<file path="src/rtl/clk_gen.sv">
// clk_gen: divides clkin down to a 50%-duty square wave on clkout.
// clkout toggles once every COUNT_LIMIT enabled clkin edges, so one full
// period is 2*COUNT_LIMIT enabled cycles. clken low freezes the divider.
// clkout comes straight from a flop, so no input has a combinational path to it.
module clk_gen #(
  parameter int unsigned SYS_FREQ    = 50000000,
  parameter int unsigned CLK_FREQ    = 1000,
  parameter int unsigned COUNT_LIMIT = ((SYS_FREQ / 2 / CLK_FREQ) < 1) ? 1
                                       : (SYS_FREQ / 2 / CLK_FREQ)
) (
  input  logic clkin,
  input  logic rst,
  input  logic clken,
  output logic clkout
);

  // A direct override of 0 is treated like a computed value below 1.
  localparam int unsigned Limit   = (COUNT_LIMIT < 1) ? 1 : COUNT_LIMIT;
  localparam logic [31:0] LastCnt = 32'(Limit - 1);

  logic [31:0] cnt_q, cnt_d;
  logic        clkout_q, clkout_d;

  // Next state: wrap and toggle at the end of a half-period, hold while disabled.
  always_comb begin
    cnt_d    = cnt_q;
    clkout_d = clkout_q;
    if (clken) begin
      if (cnt_q == LastCnt) begin
        cnt_d    = '0;
        clkout_d = ~clkout_q;
      end else begin
        cnt_d    = cnt_q + 32'd1;
      end
    end
  end

  // State registers; reset clears the partial count and the output at once.
  always_ff @(posedge clkin or posedge rst) begin
    if (rst) begin
      cnt_q    <= '0;
      clkout_q <= 1'b0;
    end else begin
      cnt_q    <= cnt_d;
      clkout_q <= clkout_d;
    end
  end

  assign clkout = clkout_q;

endmodule

</file>
<file path="config.mk">
export PLATFORM = sky130hd
export DESIGN_NAME = clk_gen
export DESIGN_NICKNAME = d
export VERILOG_FILES = /design/src/rtl/clk_gen.sv
export SDC_FILE = /design/constraint.sdc
export NUM_CORES = 1
export LEC_CHECK = 0
export CAP_MARGIN = 5
export CORE_ASPECT_RATIO = 0.7
export CORE_MARGIN = 2
export CORE_UTILIZATION = 50
export CTS_CLUSTER_DIAMETER = 30
export DETAILED_ROUTE_END_ITERATION = 6
export PLACE_DENSITY_LB_ADDON = 0.2
export SLEW_MARGIN = 20
export SYNTH_ARGS = -nofsm -noshare
export SYNTH_HDL_FRONTEND = slang
export SYNTH_SLANG_ARGS = --single-unit
</file>
<file path="constraint.sdc">
create_clock -name clkin -period 2.4 [get_ports clkin]
set_input_delay 0.24 -clock clkin [delete_from_list [all_inputs] [get_ports clkin]]
set_output_delay 0.24 -clock clkin [all_outputs]
set_load 0.02 [all_outputs]
</file>
==> results.yml, run 1 <==
route:
  drt_iter0_markers: 93
  via_per_inst: 5.75
  vias: 1133
  drtAntennaViolNets: 0
  wirelength_microns: 3070
  first_pass_iters: 4
  drc: 0
  post_drt_wl_per_cell_microns: 15.6
synth:
  synth-seq-cells: 33
  synth_xor_area_frac: 0.173
  ys_warn_count: 0
  synth_compound_area_frac: 0
  synthesis.nets: 150
  synth_top_family_by_area: "simple AND/OR/NAND/NOR gates"
  synth.largest_area_cell: "dfrtp_1"
  yosys.area_share.simple: 0.296
  synthTopCellsByArea: "dfrtp_1 51%, xnor2_1 14%, nand4_1 5.4%"
  synth.distinct_cells: 23
  synthAdderAreaFrac: 0.00772
  netlist_area_sq_um: 1620
  syn_inst: 146
  yosysSeqAreaShare: 0.509
  synth_mux_area_frac: 0.00617
  synth_top_area_frac: 0.509
  synth_area_per_cell_sq_um: 11.1
floorplan:
  start_util: 0.519
  fp-row-count: 17
  die_area_sq_um: 3720
  dieWidth_microns: 72.1
  io_pins: 4
  dieHeight_microns: 51.6
  coreArea_sq_um: 3130
place:
  port_buffers: 3
  gp_congestion: 0.802
  hpwl_microns: 2190
worst_setup_path:
  worstSetupStartpointType: "flop"
  cp_slowest_cell: "nor4_4"
  cp.arrival_ns: 2.05
  cp_max_fo: 9
  worstPathCellList: "nor4_1 > nand4b_2 > nor4_4 > xor2_1"
  cp.required_ns: 2.54
  regToRegSetupSlack_ns: 0.49
  worstSetupEndpointType: "flop"
  slowest_delay_ns: 0.57
  path_class: "flop to flop"
timing:
  max_slew_margin: 0.637
  finalSetupViolations: 0
  drv_slew: 0
  hold_violations: 0
  worst_hold_slack_ns: 0.327
  finalClockSkew_ns: 0.00982
  rsz0062_at_grt: "false"
  worstMarginPinSlew_ns: 0.540
  setup_tns_ns: 0
  min_period_over_period: 0.794
  max_freq_ghz: 0.524
  period_needed_ns: 1.91
final_layout:
  multi_input_area_sq_um: 783
  fill_cells: 255
  antenna_cells: 0
  drive_gt1_frac: 0.126
  nets: 162
  regArea_sq_um: 826
  syn_to_final_growth_pct: 12.1
global_route:
  grt_pass1_wl_microns: 5330
  grtUsageTotal: 0.197
  antenna_found_initial: 0
  grt_pass1_vias: 1108
  gr-total-overflow: 0
  grt_max_degree: 34
clock_network:
  clockRootBuffer: "clkbuf_8"
  path_clk_slew_ns: 0.07
  cts-resized-gates: 0
  numCtsBuffers: 5
  cts_tree: "yes"
  clockBufferDepth: 2
  clkLatencyLatePin_ns: 0.30
  postCtsHoldBufs: 0
  h-tree-depth: 2
  cts_num_sinks: 33
  postCtsSetupBuffers: 0
power:
  ir_worst_vdd_v: 0.000543
  p_leak_nw: 0.809
  cellPowerDensity_nw_per_um2: 725
hold_path:
  worstHoldPathType: "input port to asynchronous set/reset pin"
job:
  drv_cap: 0
status:
  outcome: "finished, final reports clean"
==> worst paths after layout <==
kind,start,end,cells after the start
max in group asynchronous,rst,cnt_q[7],3
min in group clkin,clkout,clkout,1
worst max-delay path,cnt_q[25],clkout,4
worst min register to register,clkout,clkout,1
worst min-delay path,rst,cnt_q[21],3
worst max register to register,cnt_q[25],clkout,4
==> cell usage after synthesis (all sizes together) <==
cell / n
and2: 2
and3: 7
and4: 4
and4bb: 1
buf: 1
dfrtp: 33
ha: 1
inv: 2
mux2i: 1
nand2: 10
nand3: 8
nand4: 16
nand4b: 1
nor2: 12
nor3: 4
nor4: 10
or4: 1
xnor2: 26
xor2: 6
==> state kept, by name, indices dropped and copies added, names as in the netlist <==
name,cells
clkout,1
cnt_q,32
==> layout make-up <==
type,count,area share
Clock buffer,7,0.0530
Clock inverter,1,0.00275
Inverter,2,0.00413
Multi-Input combinational cell,110,0.431
Sequential cell,33,0.454
Tap cell,38,0.0262
Timing Repair Buffer,6,0.0289
==> metal layers <==
layer	part of all wire	GRT usage	wire, microns	vias up
li1	-	-	-	549
met1	0.54	0.270	1650	564
met2	0.41	0.283	1250	13
met3	0.031	0.0523	96	7
met4	0.026	0.113	80	0
met5	0	0	0	-
==> layout by cell type (no fill, tap or decap) <==
master	instances
nor4_2	2
nor3_1	3
clkdlybuf4s50_1	3
ha_1	1
nor2_1	12
nor3_2	1
nand4_2	2
nand4_1	14
mux2i_1	1
nand3_1	8
clkbuf_8	7
inv_1	2
and4_1	4
dfrtp_1	33
nor4_1	7
nor4_4	1
clkinv_2	1
xor2_1	6
buf_4	3
and3_1	7
nand2_1	10
xnor2_1	26
nand4b_2	1
and2_1	2
and4bb_2	1
or4_4	1
==> critical path: cells and delay by family (launching register included) <==
kind	cells	cell delay [ns]
simple gates	3	1.22
flops	1	0.40
xor+xnor	1	0.13
==> logic make-up (layout without fill, tap and decap cells) <==
family        after synthesis  count (layout)
simple gates               76              76
mux                         1               1
fa+ha+maj                   1               1
flops                      33              33
xor+xnor                   32              32
buf+inv                     3              16
==> stage by stage <==
step                cell area (sq um)  instances  power, mW  worst slack, ns  utilization
CTS                              1820        197       1.33            0.511        0.581
floorplan                        1620        146      0.816            0.804            -
global placement                 1720        189      0.856            0.371        0.549
detailed placement               1720        189      0.865            0.383        0.549
finish                           1820        197       1.32            0.493        0.581
global route                     1820        197       1.38            0.409        0.581
==> where the power goes <==
part / total [mW] / internal [mW] / switching (mW)
Clock: 0.462 / 0.259 / 0.203
Combinational: 0.160 / 0.0764 / 0.0835
Sequential: 0.695 / 0.613 / 0.0823
No activity file was read; power rests on OpenSTA's default activity.
==> run 2: changes to the inputs <==
- clock period: 2.4 -> 1.7 ns (I/O delays scaled with it)
==> run 2 against run 1 <==
Against the previous run: sequential power grew 36%; critical endpoint unchanged; utilization grew 5.1 points; largest power group unchanged; clock skew shrank 0.0040 ns.
==> results.yml, run 2 (synthesis results as in run 1) <==
timing:
  finalClockSkew_ns: 0.00581
  min_period_over_period: 0.940
  hold_violations: 0
  finalSetupViolations: 0
  worstMarginPinSlew_ns: 0.404
  period_needed_ns: 1.60
  max_freq_ghz: 0.625
  drv_slew: 0
  rsz0062_at_grt: "false"
  worst_hold_slack_ns: 0.282
  max_slew_margin: 0.730
clock_network:
  cts_tree: "yes"
  clockRootBuffer: "clkbuf_8"
  clockBufferDepth: 2
  path_clk_slew_ns: 0.06
  numCtsBuffers: 5
  clkLatencyLatePin_ns: 0.28
  cts_num_sinks: 33
  postCtsHoldBufs: 0
  h-tree-depth: 2
power:
  ir_worst_vdd_v: 0.000960
  finalPower_mw: 1.85
  p_sw_frac: 0.278
  power_switching_uw: 514
  internal_power_mw: 1.34
  cellPowerDensity_nw_per_um2: 937
  clockPowerShare: 0.299
  power_frac_comb: 0.192
  p_leak_nw: 0.914
  p_seq_frac: 0.509
floorplan:
  io_pins: 4
  dieHeight_microns: 51.6
  dieWidth_microns: 72.1
  fp-row-count: 17
  die_area_sq_um: 3720
  coreArea_sq_um: 3130
  start_util: 0.519
job:
  drv_cap: 0
final_layout:
  layout_common_cells: "33 x dfrtp_1, 26 x xnor2_1, 25 x buf_4, 14 x nand4_1, 12 x nor2_1"
  antenna_cells: 0
  final_area_sq_um: 1980
  top_register: "cnt_q"
  final_common_cell: "dfrtp_1"
  drive_gt1_frac: 0.221
  syn_to_final_growth_pct: 21.9
  nets: 184
  fill_cells: 248
  largest_register_ffs: 32
route:
  drc: 0
  post_drt_wl_per_cell_microns: 15.1
  drtAntennaViolNets: 0
  drt_iter0_markers: 62
  via_per_inst: 5.70
  first_pass_iters: 4
  wirelength_microns: 3310
  vias: 1249
global_route:
  grtUsageTotal: 0.206
  antenna_found_initial: 0
  gr-total-overflow: 0
  grt_max_degree: 34
  grt_pass1_vias: 1187
  grt_pass1_wl_microns: 5690
worst_setup_path:
  path_class: "flop to flop"
  cp_max_fo: 9
  cp.arrival_ns: 1.81
  slowest_delay_ns: 0.55
  worstReg2RegEnd: "clkout"
  regToRegSetupSlack_ns: 0.10
  rr_worst_depth: 4
  worstSetupEndpointType: "flop"
  cp_slowest_cell: "or4_4"
  r2r-start: "cnt_q[19]"
  worstPathCellList: "or4_4 > nor4_4 > buf_4 > xor2_1"
  worstSetupStartpointType: "flop"
  cp.required_ns: 1.91
place:
  hpwl_microns: 2420
  placed_area_sq_um: 1870
  port_buffers: 3
  gp_congestion: 0.845
status:
  outcome: "finished, final reports clean"
hold_path:
  worstHoldPathType: "input port to asynchronous set/reset pin"
-- run 2: cell count changes in the layout (fill, tap and decap cells not counted), sizes merged --
| cell | delta |
|---|---|
| clkbuf | +1 |
| buf | +22 |
| clkinv | -1 |
-- run 2: timing repair --
action	CTS	global route
buffers inserted	0	1
endpoints found under the setup margin	0	17
gates resized for setup	0	2
-- run 2: routing by layer --
metal  part of all wire  global-route usage  vias up
met4             0.0066              0.0692        0
li1                   -                   -      593
met5                  0                   0        -
met2               0.42               0.283       41
met3              0.053              0.0601        2
met1               0.52               0.307      613
-- run 2: cell type report --
class	instances	area [sq um]	share of cell area
inverters	2	7.51	0.00380
repair buffers	28	218	0.110
well taps	38	47.5	0.0241
clock buffers	8	80.1	0.0405
flip-flops and latches	33	826	0.418
multi-input cells	110	798	0.404
-- run 2: worst max-delay path by stage --
stage | cells after the start | end | from
global placement | 6 | cnt_q[19] | clken
finish | 4 | clkout | cnt_q[19]
global route | 7 | cnt_q[18] | cnt_q[1]
CTS | 5 | clkout | cnt_q[21]
detailed placement | 6 | cnt_q[18] | clken
floorplan | 5 | cnt_q[26] | cnt_q[0]
-- run 2: power by group through the flow --
stage | clock, mW | sequential (mW) | combinational, mW
after floorplan | 0 | 0.966 | 0.185
final | 0.554 | 0.942 | 0.356
after global routing | 0.599 | 0.954 | 0.396
after global placement | 0 | 0.955 | 0.345
after CTS | 0.574 | 0.942 | 0.354
after detailed placement | 0 | 0.956 | 0.352
-- run 2: critical path: cells and delay by family (launching register included) --
kind / cells / cell delay [ns]
xor gates and xnor gates: 1 / 0.14
DFF: 1 / 0.42
buffers and inverters: 1 / 0.20
and+or+nand+nor: 2 / 0.76
-- run 2: through the flow --
stage,std cells,TNS (ns),utilization,setup WS [ns]
3_3_place_gp,210,0,0.599,0.0145
3_5_place_dp,210,-0.0821,0.599,-0.0257
5_1_grt,219,0,0.632,0.0132
6_report,219,0,0.632,0.101
2_1_floorplan,146,0,-,0.104
4_1_cts,218,0,0.625,0.0354
